==> config.mk <==
export PLATFORM = sky130hd
export DESIGN_NAME = styler_cell_sequencer_flat
export DESIGN_NICKNAME = d
export VERILOG_FILES = /design/src/rtl/styler_pkg.sv /design/src/rtl/styler_cell_sequencer_if.sv /design/src/rtl/styler_cell_sequencer_phase_gen.sv /design/src/rtl/styler_cell_sequencer.sv /design/src/flat_wrapper.sv
export SDC_FILE = /design/constraint.sdc
export NUM_CORES = 1
export LEC_CHECK = 0
export CAP_MARGIN = 10
export CORE_ASPECT_RATIO = 1.75
export CORE_MARGIN = 4
export CORE_UTILIZATION = 45
export CTS_CLUSTER_SIZE = 8
export DETAILED_ROUTE_END_ITERATION = 10
export MAX_ROUTING_LAYER = met4
export PLACE_DENSITY = 0.89
export SLEW_MARGIN = 20
export SYNTH_ARGS = -nofsm -noshare
export SYNTH_HDL_FRONTEND = slang
export SYNTH_HIERARCHICAL = 1
export SYNTH_SLANG_ARGS = --single-unit
export TNS_END_PERCENT = 50
==> constraint.sdc <==
create_clock -name clk -period 3.2 [get_ports clk]
set_clock_uncertainty 0.05 [all_clocks]
set_input_delay 0.64 -clock clk [delete_from_list [all_inputs] [get_ports clk]]
set_output_delay 0.64 -clock clk [all_outputs]
set_load 0.02 [all_outputs]
==> src/rtl/styler_pkg.sv <==
// Shared types and constants for the character-cell styler and its sequencer.
package styler_pkg;

  localparam int ATTR_W = 25;
  localparam int CTRL_W = 6;
  localparam int ROWS   = 16;
  localparam int ROW_W  = 4;
  localparam int DATA_W = 16;

  localparam int ATTR_BLINK  = 12;
  localparam int ATTR_HIDDEN = 15;

  // Bit positions inside the ctrl word {blinkEn,lineEn,cursorEn,cursorBlink,cursorTop,cursorBottom}
  localparam int CTRL_BLINK_EN      = 5;
  localparam int CTRL_LINE_EN       = 4;
  localparam int CTRL_CURSOR_EN     = 3;
  localparam int CTRL_CURSOR_BLINK  = 2;
  localparam int CTRL_CURSOR_TOP    = 1;
  localparam int CTRL_CURSOR_BOTTOM = 0;

  typedef enum logic [1:0] {
    IDLE  = 2'd0,
    FETCH = 2'd1,
    STYLE = 2'd2,
    OUT   = 2'd3
  } seq_state_t;

  function automatic logic is_last_row(input logic [ROW_W-1:0] row);
    return row == ROW_W'(ROWS - 1);
  endfunction

endpackage

==> src/rtl/styler_cell_sequencer_if.sv <==
// Bus bundle for the cell sequencer: cell request, font row fetch and styled-row stream.
interface styler_cell_sequencer_if
  import styler_pkg::*;
#(
  parameter int GLYPH_W = 8
);

  logic                 cell_valid;
  logic                 cell_ready;
  logic [GLYPH_W-1:0]   cell_glyph;
  logic [ATTR_W-1:0]    cell_attr;
  logic [CTRL_W-1:0]    cell_ctrl;

  logic                 font_req;
  logic [GLYPH_W+3:0]   font_addr;
  logic                 font_ack;
  logic [DATA_W-1:0]    font_data;

  logic                 row_valid;
  logic                 row_ready;
  logic [DATA_W-1:0]    row_data;
  logic [ROW_W-1:0]     row_index;
  logic                 row_last;

  // master: the environment feeding cells, serving font rows and sinking styled rows
  modport master (
    output cell_valid, cell_glyph, cell_attr, cell_ctrl,
    output font_ack, font_data,
    output row_ready,
    input  cell_ready, font_req, font_addr,
    input  row_valid, row_data, row_index, row_last
  );

  modport slave (
    input  cell_valid, cell_glyph, cell_attr, cell_ctrl,
    input  font_ack, font_data,
    input  row_ready,
    output cell_ready, font_req, font_addr,
    output row_valid, row_data, row_index, row_last
  );

endinterface

==> src/rtl/styler_cell_sequencer_phase_gen.sv <==
// Frame-rate phase generators: faint toggles every frame_tick, blink/cursor toggle every DIV ticks.
module styler_phase_gen #(
  parameter int BLINK_DIV  = 32,
  parameter int CURSOR_DIV = 16
) (
  input  logic clk,
  input  logic rst_n,
  input  logic frame_tick,
  output logic faint_phase,
  output logic blink_phase,
  output logic cursor_phase
);

  localparam int BLINK_W  = (BLINK_DIV  > 2) ? $clog2(BLINK_DIV)  : 1;
  localparam int CURSOR_W = (CURSOR_DIV > 2) ? $clog2(CURSOR_DIV) : 1;

  logic [BLINK_W-1:0]  blink_cnt;
  logic [CURSOR_W-1:0] cursor_cnt;

  // Counters advance only on frame_tick; a phase flips on the tick that wraps its counter.
  always_ff @(posedge clk or negedge rst_n) begin
    if (!rst_n) begin
      faint_phase  <= 1'b0;
      blink_phase  <= 1'b0;
      cursor_phase <= 1'b0;
      blink_cnt    <= '0;
      cursor_cnt   <= '0;
    end else if (frame_tick) begin
      faint_phase <= ~faint_phase;

      if (blink_cnt == BLINK_W'(BLINK_DIV - 1)) begin
        blink_cnt   <= '0;
        blink_phase <= ~blink_phase;
      end else begin
        blink_cnt <= blink_cnt + BLINK_W'(1);
      end

      if (cursor_cnt == CURSOR_W'(CURSOR_DIV - 1)) begin
        cursor_cnt   <= '0;
        cursor_phase <= ~cursor_phase;
      end else begin
        cursor_cnt <= cursor_cnt + CURSOR_W'(1);
      end
    end
  end

endmodule

==> src/rtl/styler_cell_sequencer.sv <==
// Walks one character cell through the external styler, 16 scanlines, one font fetch per row.
// Optional macro STYLER_SEQ_PHASE_LOCK_EN freezes the phase outputs for the duration of a cell.
module styler_cell_sequencer
  import styler_pkg::*;
#(
  parameter int GLYPH_W    = 8,
  parameter int BLINK_DIV  = 32,
  parameter int CURSOR_DIV = 16
) (
  input  logic                  clk,
  input  logic                  rst_n,
  input  logic                  frame_tick,
  styler_cell_sequencer_if.slave bus,
  output logic [ROW_W-1:0]      sty_scanline,
  output logic [DATA_W-1:0]     sty_bitmap,
  output logic [ATTR_W-1:0]     sty_attr,
  output logic [CTRL_W-1:0]     sty_ctrl,
  input  logic [ROW_W-1:0]      sty_scanline_out,
  input  logic [DATA_W-1:0]     sty_bitmap_out,
  output logic                  faint_phase,
  output logic                  blink_phase,
  output logic                  cursor_phase,
  output logic                  busy
);

  seq_state_t          state;
  seq_state_t          state_nxt;

  logic [GLYPH_W-1:0]  glyph_q;
  logic [ROW_W-1:0]    row_q;
  logic [DATA_W-1:0]   row_data_q;
  logic [ROW_W-1:0]    row_index_q;

  logic                accept;
  logic                fetch_done;
  logic                row_done;

  logic                gen_faint;
  logic                gen_blink;
  logic                gen_cursor;

  styler_phase_gen #(
    .BLINK_DIV  (BLINK_DIV),
    .CURSOR_DIV (CURSOR_DIV)
  ) u_phase_gen (
    .clk          (clk),
    .rst_n        (rst_n),
    .frame_tick   (frame_tick),
    .faint_phase  (gen_faint),
    .blink_phase  (gen_blink),
    .cursor_phase (gen_cursor)
  );

  always_ff @(posedge clk or negedge rst_n) begin
    if (!rst_n) begin
      state <= IDLE;
    end else begin
      state <= state_nxt;
    end
  end

  always_comb begin
    state_nxt  = state;
    accept     = 1'b0;
    fetch_done = 1'b0;
    row_done   = 1'b0;
    case (state)
      IDLE: begin
        if (bus.cell_valid) begin
          accept    = 1'b1;
          state_nxt = FETCH;
        end
      end
      FETCH: begin
        if (bus.font_ack) begin
          fetch_done = 1'b1;
          state_nxt  = STYLE;
        end
      end
      STYLE: begin
        state_nxt = OUT;
      end
      OUT: begin
        if (bus.row_ready) begin
          row_done  = 1'b1;
          state_nxt = is_last_row(row_q) ? IDLE : FETCH;
        end
      end
      default: begin
        state_nxt = IDLE;
      end
    endcase
  end

  // Cell context is latched once on accept; the styler sees it unchanged for all 16 rows.
  always_ff @(posedge clk or negedge rst_n) begin
    if (!rst_n) begin
      glyph_q     <= '0;
      sty_attr    <= '0;
      sty_ctrl    <= '0;
      row_q       <= '0;
      sty_bitmap  <= '0;
      row_data_q  <= '0;
      row_index_q <= '0;
    end else begin
      if (accept) begin
        glyph_q  <= bus.cell_glyph;
        sty_attr <= bus.cell_attr;
        sty_ctrl <= bus.cell_ctrl;
        row_q    <= '0;
      end
      if (fetch_done) begin
        sty_bitmap <= bus.font_data;
      end
      if (state == STYLE) begin
        row_data_q  <= sty_bitmap_out;
        row_index_q <= row_q;
      end
      if (row_done && !is_last_row(row_q)) begin
        row_q <= row_q + ROW_W'(1);
      end
    end
  end

  assign busy           = (state != IDLE);
  assign sty_scanline   = row_q;

  assign bus.cell_ready = (state == IDLE);
  assign bus.font_req   = (state == FETCH);
  assign bus.font_addr  = (state == FETCH) ? {glyph_q, sty_scanline_out} : '0;
  assign bus.row_valid  = (state == OUT);
  assign bus.row_data   = row_data_q;
  assign bus.row_index  = row_index_q;
  assign bus.row_last   = is_last_row(row_index_q);

`ifdef STYLER_SEQ_PHASE_LOCK_EN
  logic lock_faint;
  logic lock_blink;
  logic lock_cursor;

  // Snapshot taken on the accepting edge so every row of the cell uses the same phases.
  always_ff @(posedge clk or negedge rst_n) begin
    if (!rst_n) begin
      lock_faint  <= 1'b0;
      lock_blink  <= 1'b0;
      lock_cursor <= 1'b0;
    end else if (accept) begin
      lock_faint  <= gen_faint;
      lock_blink  <= gen_blink;
      lock_cursor <= gen_cursor;
    end
  end

  assign faint_phase  = busy ? lock_faint  : gen_faint;
  assign blink_phase  = busy ? lock_blink  : gen_blink;
  assign cursor_phase = busy ? lock_cursor : gen_cursor;
`else
  assign faint_phase  = gen_faint;
  assign blink_phase  = gen_blink;
  assign cursor_phase = gen_cursor;
`endif

endmodule

==> src/flat_wrapper.sv <==
// flat-port wrapper written by rule: the top's interface ports become plain ports
module styler_cell_sequencer_flat import styler_pkg::*;
#(
  parameter int GLYPH_W    = 8,
  parameter int BLINK_DIV  = 32,
  parameter int CURSOR_DIV = 16
)
  (clk, rst_n, frame_tick, sty_scanline, sty_bitmap, sty_attr, sty_ctrl, sty_scanline_out, sty_bitmap_out, faint_phase, blink_phase, cursor_phase, busy, bus_cell_valid, bus_cell_glyph, bus_cell_attr, bus_cell_ctrl, bus_font_ack, bus_font_data, bus_row_ready, bus_cell_ready, bus_font_req, bus_font_addr, bus_row_valid, bus_row_data, bus_row_index, bus_row_last);
  styler_cell_sequencer_if #(.GLYPH_W(GLYPH_W)) bus_i ();
  input  logic clk;
  input  logic rst_n;
  input  logic frame_tick;
  output logic [ROW_W-1:0] sty_scanline;
  output logic [DATA_W-1:0] sty_bitmap;
  output logic [ATTR_W-1:0] sty_attr;
  output logic [CTRL_W-1:0] sty_ctrl;
  input  logic [ROW_W-1:0] sty_scanline_out;
  input  logic [DATA_W-1:0] sty_bitmap_out;
  output logic faint_phase;
  output logic blink_phase;
  output logic cursor_phase;
  output logic busy;
  input wire logic [$bits(bus_i.cell_valid)-1:0] bus_cell_valid;
  input wire logic [$bits(bus_i.cell_glyph)-1:0] bus_cell_glyph;
  input wire logic [$bits(bus_i.cell_attr)-1:0] bus_cell_attr;
  input wire logic [$bits(bus_i.cell_ctrl)-1:0] bus_cell_ctrl;
  input wire logic [$bits(bus_i.font_ack)-1:0] bus_font_ack;
  input wire logic [$bits(bus_i.font_data)-1:0] bus_font_data;
  input wire logic [$bits(bus_i.row_ready)-1:0] bus_row_ready;
  output wire logic [$bits(bus_i.cell_ready)-1:0] bus_cell_ready;
  output wire logic [$bits(bus_i.font_req)-1:0] bus_font_req;
  output wire logic [$bits(bus_i.font_addr)-1:0] bus_font_addr;
  output wire logic [$bits(bus_i.row_valid)-1:0] bus_row_valid;
  output wire logic [$bits(bus_i.row_data)-1:0] bus_row_data;
  output wire logic [$bits(bus_i.row_index)-1:0] bus_row_index;
  output wire logic [$bits(bus_i.row_last)-1:0] bus_row_last;
  assign bus_i.cell_valid = bus_cell_valid;
  assign bus_i.cell_glyph = bus_cell_glyph;
  assign bus_i.cell_attr = bus_cell_attr;
  assign bus_i.cell_ctrl = bus_cell_ctrl;
  assign bus_i.font_ack = bus_font_ack;
  assign bus_i.font_data = bus_font_data;
  assign bus_i.row_ready = bus_row_ready;
  assign bus_cell_ready = bus_i.cell_ready;
  assign bus_font_req = bus_i.font_req;
  assign bus_font_addr = bus_i.font_addr;
  assign bus_row_valid = bus_i.row_valid;
  assign bus_row_data = bus_i.row_data;
  assign bus_row_index = bus_i.row_index;
  assign bus_row_last = bus_i.row_last;
  styler_cell_sequencer #(.GLYPH_W(GLYPH_W), .BLINK_DIV(BLINK_DIV), .CURSOR_DIV(CURSOR_DIV)) u_core (.clk(clk), .rst_n(rst_n), .frame_tick(frame_tick), .bus(bus_i), .sty_scanline(sty_scanline), .sty_bitmap(sty_bitmap), .sty_attr(sty_attr), .sty_ctrl(sty_ctrl), .sty_scanline_out(sty_scanline_out), .sty_bitmap_out(sty_bitmap_out), .faint_phase(faint_phase), .blink_phase(blink_phase), .cursor_phase(cursor_phase), .busy(busy));
endmodule
==> flow_summary.yaml, run 1 <==
run:
  cap_violations: 0
sta:
  fin_tns_setup_ns: 0
  fmax_mhz: 347
  finalSetupViolCount: 0
  slew_headroom_pct: 40.3
  finalHoldViolCount: 0
  finalCritPeriodShare_pct: 90.0
  worst_pin_slew_ns: 0.895
  maxSlewViolCount: 0
  grt_setup_unrepaired: "false"
  period_needed_ns: 2.88
logic_synthesis:
  syn_area_per_cell_um2: 14.7
  synth_cell_type_count: 37
  synth_area_leaders: "dfrtp_1 (60%), mux2_2 (18%), mux2_1 (5.2%)"
  yosysTopAreaCellShare_pct: 60.3
  ys_ff_latch: 93
  synth_area_um2: 3860
  yosysWarnings: 6
  seq_area_frac_synth_pct: 60.3
  synth.largest_area_cell: "dfrtp_1"
  synthCells: 263
  synth_fp_nets: 352
global_routing:
  grt_overflow: 0
  antenna_found_initial: 0
  grt_pass1_vias: 2969
  grt_max_degree: 59
  grtUsageTotal_pct: 19.5
  grt_pass1_wl_mm: 14.7
clocking:
  root_buffer: "clkbuf_16"
  numCtsBuffers: 9
  path_clk_slew_ns: 0.06
  clock_latency_ns: 0.33
  cts_setup_buffers: 0
  cts.sinks: 93
  cts_hold_buf: 0
  htree_levels: 3
  cts_buffer_depth: 2
  cts_resized: 0
  cts_tree: "built"
finish:
  fillers: 592
  regArea_um2: 2330
  antenna_cells: 0
  final_cells: 558
  final_util_pct: 72.0
  multi_input_area_um2: 1420
  drive_gt1_share_pct: 20.1
  nNetsFinal: 527
  syn_to_final_growth_pct: 55.1
die:
  coreArea_um2: 8310
  ios: 172
  start_util_pct: 46.4
  num_rows: 44
  die_h_um: 131
  die_area_um2: 10200
  fp.dieW_um: 78.0
worst_setup_path:
  worstPathArrival_ns: 2.19
  worstPathCellList: "inv_1, ha_1, and2_1, clkdlybuf4s50_1"
  crit_path_max_fanout: 15
  crit_start: "u_core/state[1]"
  rr_startpoint: "u_core/state[0]"
  critical_path.max_stage_delay_ns: 0.67
  slowest_stage: "clkdlybuf4s50_1"
  rr_worst_depth: 5
  cp.depth: 4
  required_ns: 2.51
  path_class: "register to primary output"
  cp-start-kind: "register"
  path_buf_inv: 2
  end_kind: "primary output"
  crit_family: "buffers and inverters"
route:
  drc: 0
  via_count: 2770
  wl_per_cell_um: 16.9
  drtPass1Iterations: 4
  ant_nets: 0
  wl_mm: 9.44
  drt_iter0_markers: 85
  vias_per_cell: 4.96
min_path:
  hp-class: "input pin to asynchronous set/reset pin"
power:
  power.density_nw_per_um2: 1050
  leakagePower_uw: 0.00252
  ir_drop_mv: 0.635
placement:
  gp_congestion: 0.744
  placed_cells: 542
  hpwl_mm: 7.34
  io_buffers: 171
run_status:
  status: "finished clean"
-- synthesized netlist by cell type, drive strengths merged --
cell      n
a2111oi   1
a211oi    1
a21oi     1
a31o      1
a31oi     1
and2     12
and3      2
and4      1
buf       9
clkbuf    1
dfrtp    93
ha        8
inv       7
mux2     81
nand2     9
nand2b    2
nand3     6
nand3b    1
nand4     2
nor2      3
nor2b     3
nor3      1
o211ai    4
o21ai     5
o221ai    1
o22ai     1
o41a      1
or3       1
xnor2     3
xor2      1
-- layout make-up --
cell class / count / area share [%]
tap: 115 / 2.40
multi-input combinational: 153 / 23.7
inverter: 7 / 0.439
sequential: 93 / 38.9
clock inverter: 6 / 1.44
clock buffer: 10 / 3.99
timing repair buffer: 174 / 29.1
-- final timing paths --
kind | to | slack, ns
setup / recovery | bus_font_addr[0] | 0.32
min in group clk | u_core/u_phase_gen/faint_phase | 0.43
hold / removal | u_core/bus.row_data[7] | 0.21
max in group asynchronous | u_core/u_phase_gen/blink_cnt[3] | 2.23
setup reg to reg | u_core/glyph_q[6] | 1.19
hold reg to reg | u_core/u_phase_gen/faint_phase | 0.43
-- placed cells by master (no fill, tap or decap), types with 2 or more instances in the layout --
| master | Yosys | layout |
|---|---|---|
| and3_1 | 2 | 2 |
| nand3_1 | 6 | 6 |
| nand2_2 | 2 | 2 |
| xnor2_1 | 3 | 3 |
| clkdlybuf4s50_1 | 0 | 170 |
| and2_1 | 12 | 12 |
| mux2_2 | 62 | 62 |
| mux2_1 | 18 | 18 |
| nand4_1 | 2 | 2 |
| nor2_1 | 3 | 3 |
| nand2_1 | 7 | 7 |
| dfrtp_1 | 93 | 93 |
| nor2b_1 | 2 | 2 |
| nand2b_1 | 2 | 2 |
| inv_1 | 6 | 6 |
| ha_1 | 8 | 8 |
| clkinv_2 | 0 | 2 |
| o21ai_0 | 4 | 4 |
| clkbuf_16 | 0 | 9 |
| bufinv_16 | 0 | 2 |
| o211ai_1 | 4 | 4 |
| buf_4 | 0 | 3 |
-- where the power goes --
part	total [uW]	switching, uW	internal (uW)
sequential	2100	343	1760
combinational	3080	1440	1650
clock	1130	426	704
total	6320	2210	4110
-- per-stage QoR --
stage / total power [uW] / setup slack (ns) / cell area [um2] / hold slack, ns
after floorplan: 3750 / 1.23 / 3860 / 0.294
after global placement: 5110 / 0.633 / 5660 / 0.405
after detailed placement: 5240 / 0.636 / 5660 / 0.423
after CTS: 6410 / 0.261 / 5990 / 0.216
after global routing: 6660 / 0.181 / 5990 / 0.231
final: 6320 / 0.320 / 5990 / 0.208
-- per-layer routing --
layer  vias up  global-route usage (%)  share of wire (%)
met3        14                    3.91                5.2
met4         0                    8.14                2.4
li1       1278                       -                  -
met2        92                    36.9                 59
met1      1386                    19.2                 33
met5         -                       -                  0
-- kinds of logic (layout without fill, tap and decap cells) --
kind of cell               Yosys count  count (layout)  synth area share (%)
DFF                                 93              93                  60.3
muxes                               81              81                  23.7
and+or+nand+nor                     43              43                  6.38
AOI/OAI and AO/OA                   17              17                  3.21
buffers and inverters               17             197                  2.92
adders and majority gates            8               8                  2.59
xor gates and xnor gates             4               4                 0.907
-- registers in the layout (all words and copies together) (netlist names), 4 cells and up --
name and cells:
u_core/sty_bitmap 16, u_core/sty_scanline 4, u_core/glyph_q 8, u_core/bus.row_index 4
u_core/u_phase_gen/cursor_cnt 4, u_core/sty_attr 25, u_core/sty_ctrl 6, u_core/bus.row_data 16
u_core/u_phase_gen/blink_cnt 5
Power figures use the tool's default switching activity.
==> run 2, diff against run 1 <==
- CAP_MARGIN: 10 -> unset
- CORE_ASPECT_RATIO: 1.75 -> 0.8
==> run 2 against run 1 <==
Effect of this change: via count is essentially flat; critical path type unchanged; sequential cell count is the same; non-clock buffer count shrank 1; cell count shrank 1.4%.
==> flow_summary.yaml, run 2 (synthesized netlist as in run 1, its figures left out) <==
run_status:
  status: "finished clean"
finish:
  layout_common_cells: "clkdlybuf4s50_1 (170), dfrtp_1 (93), mux2_2 (62), mux2_1 (18), and2_1 (12)"
  final_cells: 550
  drive_gt1_share_pct: 19.2
  largest_reg_flops: 25
  nNetsFinal: 526
  antenna_cells: 0
  largest-register: "u_core/sty_attr"
  syn_to_final_growth_pct: 51.9
  layout.cells.most_common: "clkdlybuf4s50_1"
power:
  intPower_uw: 3850
  p_comb_share_pct: 51.2
  switching_share_pct: 35.8
  ir_drop_mv: 0.550
  p_sw_uw: 2140
  leakagePower_uw: 0.00246
  power.density_nw_per_um2: 1020
  p_clk_share_pct: 13.6
  pwr-share-seq_pct: 35.2
die:
  die_area_um2: 10100
  die_h_um: 90.9
  fp.dieW_um: 112
  ios: 172
  num_rows: 29
  start_util_pct: 47.5
  coreArea_um2: 8130
clocking:
  root_buffer: "clkbuf_8"
  cts_buffer_depth: 2
  htree_levels: 3
  cts_resized: 0
  cts.sinks: 93
  cts_hold_buf: 0
  cts_setup_buffers: 0
  cts_tree: "built"
  path_clk_slew_ns: 0.08
  numCtsBuffers: 9
  clock_latency_ns: 0.34
global_routing:
  grtUsageTotal_pct: 18.7
  grt_util_met2_pct: 32.1
  grt_pass1_wl_mm: 14.9
  grt_pass1_vias: 2891
  grt_max_degree: 94
  grt_overflow: 0
  top_usage_layer: "met2"
  antenna_found_initial: 0
  gr-usage-met1_pct: 22.0
  met3_usage_pct: 5.63
sta:
  fmax_mhz: 362
  fin_ws_ns: 0.434
  grt_setup_unrepaired: "false"
  slew_headroom_pct: 41.7
  maxSlewViolCount: 0
  worst_pin_slew_ns: 0.874
  period_needed_ns: 2.77
  fin_tns_setup_ns: 0
  finalSetupViolCount: 0
  finalCritPeriodShare_pct: 86.4
  finalHoldViolCount: 0
worst_setup_path:
  rr_startpoint: "u_core/state[0]"
  crit_family: "buffers and inverters"
  crit_start: "u_core/state[1]"
  path_class: "register to primary output"
  slowest_stage: "clkdlybuf4s50_1"
  required_ns: 2.51
  r2r_end: "u_core/sty_attr[20]"
  end_kind: "primary output"
  path_buf_inv: 2
  rrSetupSlack_ns: 1.30
  cp.depth: 4
  rr_worst_depth: 5
  cp-start-kind: "register"
  crit_path_max_fanout: 15
  critical_path.max_stage_delay_ns: 0.61
  crit_end: "bus_font_addr[4]"
  worstPathCellList: "inv_1, ha_1, and2_1, clkdlybuf4s50_1"
  worstPathArrival_ns: 2.08
route:
  wl_mm: 9.15
  drtPass1Iterations: 6
  vias_per_cell: 5.04
  ant_nets: 0
  drt_iter0_markers: 73
  wl_per_cell_um: 16.6
  via_count: 2772
  drc: 0
min_path:
  hp-class: "input pin to asynchronous set/reset pin"
run:
  cap_violations: 0
placement:
  hpwl_mm: 6.86
  io_buffers: 171
  place_ws_ns: 0.687
  placed_cells: 534
  gp_congestion: 0.728
-- run 2: stage by stage --
stage / total power, uW / hold slack, ns / area (um2) / util [%]
3_5_place_dp: 5230 / 0.415 / 5660 / 69.6
6_report: 5990 / 0.282 / 5870 / 72.2
3_3_place_gp: 5100 / 0.407 / 5660 / 69.6
5_1_grt: 6350 / 0.299 / 5870 / 72.2
2_1_floorplan: 3750 / 0.294 / 3860 / -
4_1_cts: 6070 / 0.296 / 5870 / 72.2
-- run 2: area by class of cell --
cell class                 instances  area (um2)
clock buffer                      12         135
clock inverter                     4        72.6
fill                             578        2260
inverter                           7        26.3
multi-input combinational        153        1420
sequential                        93        2330
tap                              108         135
timing repair buffer             173        1750
-- run 2: worst min path at each step --
| stage | start | end | slack [ns] |
|---|---|---|---|
| 6_report | rst_n | u_core/bus.row_data[4] | 0.28 |
| 5_1_grt | rst_n | u_core/bus.row_data[4] | 0.30 |
| 4_1_cts | rst_n | u_core/bus.row_data[4] | 0.30 |
| 3_5_place_dp | u_core/u_phase_gen/faint_phase | u_core/u_phase_gen/faint_phase | 0.41 |
| 3_3_place_gp | u_core/u_phase_gen/faint_phase | u_core/u_phase_gen/faint_phase | 0.41 |
| 2_1_floorplan | rst_n | u_core/bus.row_data[0] | 0.29 |
-- run 2: power by group through the flow --
stage	logic [uW]	registers (uW)	clock network, uW
floorplan	1110	2640	0
global placement	3020	2090	0
detailed placement	3090	2140	0
CTS	3110	2120	847
global route	3260	2190	895
finish	3070	2110	814
-- run 2: layer usage --
layer  up-vias  part of all wire [%]
met1      1364                    40
met2       121                    52
met3        15                   7.1
met5         -                     0
li1       1272                     -
met4         0                   1.1
==> run 3, diff against run 2 <==
- SLEW_MARGIN: 20 -> 15
==> results of run 3 <==
The final DEF is identical to that of run 2; final timing and power are the same.
==> RTL edit 1, RTL diff (flow settings as in run 3) <==
Set the package constant `ATTR_W` to 29 (it was 25).
--- a/src/rtl/styler_pkg.sv
+++ b/src/rtl/styler_pkg.sv
@@ -2,5 +2,5 @@
 package styler_pkg;
 
-  localparam int ATTR_W = 25;
+  localparam int ATTR_W = 29;
   localparam int CTRL_W = 6;
   localparam int ROWS   = 16;
Interface: changed (resized bus_cell_attr and sty_attr); port bits go from 172 to 180. The function was not compared with the original's and may differ.
==> RTL edit 1 against run 3 <==
- worst setup slack lost 49 ps
- synthesized cell count grew 3.4%
- via count is 0.14% lower
- cell area grew 4.4%
- largest power group unchanged
- synthesized area grew 4.1%
- sequential share of layout area about the same
- sequential cell count up 4
- count of clock-buffer cells in the layout unchanged
- wire length up 2.1%
- combinational power grew 6%
- power up 5.2%
==> RTL edit 1: results (changes against run 3) <==
[metrics] status: finished clean (unchanged)
[metrics] routability congestion estimate: 0.770 (was 0.728)
[metrics] FFs w/ async S/R, synth: 1.00 (unchanged)
[metrics] Syn Area/Cell: 14.8 µm² (was 14.7 µm²)
[metrics] number of diodes added for antenna fixing: 0 (unchanged)
[metrics] post-synth net total: 365 (was 352)
[metrics] data arrival time of the critical path: 2120 ps (was 2080 ps)
[metrics] number of different library cells in the post-synthesis netlist: 36 (was 37)
[metrics] number of flip-flops under the largest register name: 29 (was 25)
[metrics] number of resized instances in the post-cts repair step: 0 (unchanged)
[metrics] power in combinational cells: 3.25 mW (was 3.07 mW)
[metrics] Switching Share: 0.355 (was 0.358)
[metrics] adder-cell area share of the yosys netlist: 0.0249 (was 0.0259)
[metrics] largest net degree at the start of global routing: 54 (was 94)
[metrics] number of buffers added by the clock tree synthesis step: 9 (unchanged)
[metrics] largest cells by area after synthesis: dfrtp_1 (60%), mux2_2 (23%), ha_1 (2.5%), and2_1 (1.9%), buf_6 (1.7%) (was dfrtp_1 (60%), mux2_2 (18%), mux2_1 (5.2%), ha_1 (2.6%), and2_1 (1.9%))
[metrics] I/O Buffers: 179 (was 171)
[metrics] layout cells sized above 1: 0.236 (was 0.192)
[metrics] vias after detailed routing: 2768 (was 2772)
[metrics] clock-pin slew on the worst setup and hold paths: 80 ps (about the same)
[metrics] dpl ws: 686 ps (was 687 ps)
[metrics] DP Wirelength: 7240 µm (was 6860 µm)
[metrics] routed vias/inst: 4.86 (was 5.04)
[metrics] post-synthesis xor/xnor area fraction: 0.00871 (was 0.00907)
[metrics] compound-gate portion of the synthesized area: 0.0324 (was 0.0321)
[metrics] Power Sequential: 2.19 mW (was 2.11 mW)
[metrics] Total Nets Final: 546 (was 526)
[metrics] top cells by instance count after synthesis: dfrtp_1 (97), mux2_2 (81), and2_1 (12) (was dfrtp_1 (93), mux2_2 (62), mux2_1 (18))
[metrics] first-pass iteration count of the detailed router: 4 (was 6)
[metrics] post-detailed-placement cell area: 5900 µm² (was 5660 µm²)
[metrics] leakage power summed over all cells: 2.58 nW (was 2.46 nW)
[metrics] total track usage: 0.189 (was 0.187)
[metrics] peak ir drop on the vdd network: 0.000532 V (was 0.000550 V)
[metrics] mux contribution to synthesized area: 0.242 (was 0.237)
[metrics] Internal Dissipation: 4.06 mW (was 3.85 mW)
[metrics] sequential fraction of the synthesis area: 0.604 (was 0.603)
[metrics] routed wire length: 9340 µm (was 9150 µm)
[metrics] via count of the first global-routing pass: 3000 (was 2891)
[metrics] wire length of the first global-routing pass: 15300 µm (was 14900 µm)
[metrics] Relative slew margins: 0.407 (was 0.417)
[RTL edit 1: layer usage]
| metal | wire length (µm) | vias to the layer above | track usage | share of wire |
|---|---|---|---|---|
| met5 | 0 | - | - | 0 |
| met4 | 85 | 0 | 0.0541 | 0.0091 |
| met3 | 624 | 9 | 0.0496 | 0.067 |
| met2 | 4810 | 96 | 0.318 | 0.52 |
| met1 | 3820 | 1342 | 0.225 | 0.41 |
| li1 | - | 1321 | - | - |
[RTL edit 1: critical path, stage by stage (launching register included)]
cell and delay (ps):
dfrtp_1 420, inv_1 100, ha_1 430, and2_1 200
clkdlybuf4s50_1 620
[RTL edit 1: path summary, 6_finish.rpt]
check | cells past startpoint | from | to | slack, ps
max in group asynchronous | 2 | rst_n | u_core/sty_attr[23] | 2190
max | 4 | u_core/state[1] | bus_font_addr[10] | 390
min reg2reg | 1 | u_core/u_phase_gen/blink_phase | u_core/u_phase_gen/blink_phase | 420
max reg2reg | 5 | u_core/state[0] | u_core/glyph_q[3] | 1200
min in group clk | 1 | u_core/u_phase_gen/blink_phase | u_core/u_phase_gen/blink_phase | 420
min | 1 | rst_n | u_core/bus.row_data[0] | 240
[RTL edit 1: cell type report]
class | instances | area (µm²)
flip-flops and latches | 97 | 2430
well taps | 112 | 140
fillers | 637 | 2470
repair buffers | 181 | 1830
clock buffers | 12 | 145
inverters | 7 | 26.3
clock inverters | 4 | 76.3
multi-input cells | 157 | 1480
[RTL edit 1: kinds of logic after synthesis]
family / after synthesis
buffers and inverters: 18
xor gates and xnor gates: 4
and+or+nand+nor: 43
adders and majority gates: 8
AOI/OAI and AO/OA: 17
muxes: 85
DFF: 97
==> RTL edit 2, RTL diff (flow settings as in run 3) <==
Made on the original files. Encoding of `seq_state_t`: now one-hot (4 bits for 4 states).
--- a/src/rtl/styler_pkg.sv
+++ b/src/rtl/styler_pkg.sv
@@ -19,9 +19,9 @@
   localparam int CTRL_CURSOR_BOTTOM = 0;
 
-  typedef enum logic [1:0] {
-    IDLE  = 2'd0,
-    FETCH = 2'd1,
-    STYLE = 2'd2,
-    OUT   = 2'd3
+  typedef enum logic [3:0] {
+    IDLE  = 4'b0001,
+    FETCH = 4'b0010,
+    STYLE = 4'b0100,
+    OUT   = 4'b1000
   } seq_state_t;
 
Behaviour: no difference found for any inputs over 4 cycles, from zero or initial values and one cycle with rst_n low; so few cycles prove little.
==> RTL edit 2 against run 3 <==
- worst setup slack got worse by 230 ps
- synthesized area up 6.3%
- count of clock-buffer cells in the layout is 1 lower
- wire length up 5.2%
- cell area increased by 5.6%
- sequential cell count increased by 2
- power decreased by 2.1%
- critical path depth decreased by 1
- die area grew 5.8%
- critical path type unchanged
- critical endpoint is now bus_font_addr[6]
==> RTL edit 2: results (changes against run 3) <==
[metrics] Clk pwr share: 0.183 (was 0.136)
[metrics] clock-pin slew on the worst setup and hold paths: 60 ps (was 80 ps)
[metrics] leakage power summed over all cells: 2.80 nW (was 2.46 nW)
[metrics] data arrival time of the critical path: 2300 ps (was 2080 ps)
[metrics] status: finished clean (unchanged)
[metrics] largest net degree at the start of global routing: 51 (was 94)
[metrics] crit path max-delay cell type: nor4b_4 (was clkdlybuf4s50_1)
[metrics] Sequential Power Share: 0.350 (was 0.352)
[metrics] total track usage: 0.189 (was 0.187)
[metrics] minimum setup slack among reg-to-reg paths: 750 ps (was 1300 ps)
[metrics] Top delay family on crit path: simple AND/OR/NAND/NOR gates (was buffers and inverters)
[metrics] met3 track utilization from global routing: 0.0498 (was 0.0563)
[metrics] First DRT Iteration DRCs: 47 (was 73)
[metrics] Internal Dissipation: 3.92 mW (was 3.85 mW)
[metrics] top cells by instance count after synthesis: dfrtp_1 (94), mux2_2 (41), mux2_4 (39) (was dfrtp_1 (93), mux2_2 (62), mux2_1 (18))
[metrics] Switching Share: 0.331 (was 0.358)
[metrics] layout cells sized above 1: 0.237 (was 0.192)
[metrics] total instance count after detailed placement: 548 (was 534)
[metrics] launch instance of the worst register-to-register path: u_core/state[2] (was u_core/state[0])
[metrics] wire length of the first global-routing pass: 15500 µm (was 14900 µm)
[metrics] Syn Area/Cell: 15.0 µm² (was 14.7 µm²)
[metrics] routed metal-1 wirelength: 3950 µm (was 3620 µm)
[metrics] non-filler instance count after layout: 564 (was 550)
[metrics] Layout fillers: 611 (was 578)
[metrics] peak ir drop on the vdd network: 0.000585 V (was 0.000550 V)
[RTL edit 2: cell types whose count changed in the layout (fill, tap and decap cells not counted), moves of 3 or more]
| cell | delta |
|---|---|
| mux2_4 | +38 |
| mux2_2 | -21 |
| mux2_1 | -18 |
| clkbuf_16 | +9 |
| clkbuf_8 | -7 |
| ha_1 | -4 |
| buf_4 | +3 |
| clkbuf_1 | -3 |
| mux2i_1 | +3 |
| o211ai_1 | -3 |
[RTL edit 2: final timing paths]
kind                                             endpoint  cells after the start
setup / recovery                         bus_font_addr[6]                      3
hold reg to reg            u_core/u_phase_gen/faint_phase                      1
setup reg to reg                     u_core/sty_bitmap[0]                      3
hold / removal             u_core/u_phase_gen/faint_phase                      1
max in group asynchronous          u_core/sty_scanline[3]                      2
min in group clk           u_core/u_phase_gen/faint_phase                      1
[RTL edit 2: kinds of logic (layout without fill, tap and decap cells)]
| kind of cell | count (synthesis) | in the layout | share of synthesized area |
|---|---|---|---|
| muxes | 83 | 83 | 0.262 |
| and+or+nand+nor | 48 | 48 | 0.0738 |
| DFF | 95 | 95 | 0.579 |
| xor gates and xnor gates | 5 | 5 | 0.0107 |
| buffers and inverters | 22 | 200 | 0.0329 |
| adders and majority gates | 4 | 4 | 0.0122 |
| AOI/OAI and AO/OA | 17 | 17 | 0.0287 |
[RTL edit 2: worst reg2reg max path, stage by stage (launching register included)]
cell and delay, ps:
dfrtp_1 460, nor4b_4 660, nand2_1 670, mux2_2 490
[RTL edit 2: area by class of cell]
type	instances	area share
Sequential cell	95	0.384
Timing Repair Buffer	174	0.279
Multi-Input combinational cell	157	0.258
Clock buffer	11	0.0408
Tap cell	112	0.0226
Clock inverter	5	0.00909
Inverter	10	0.00626
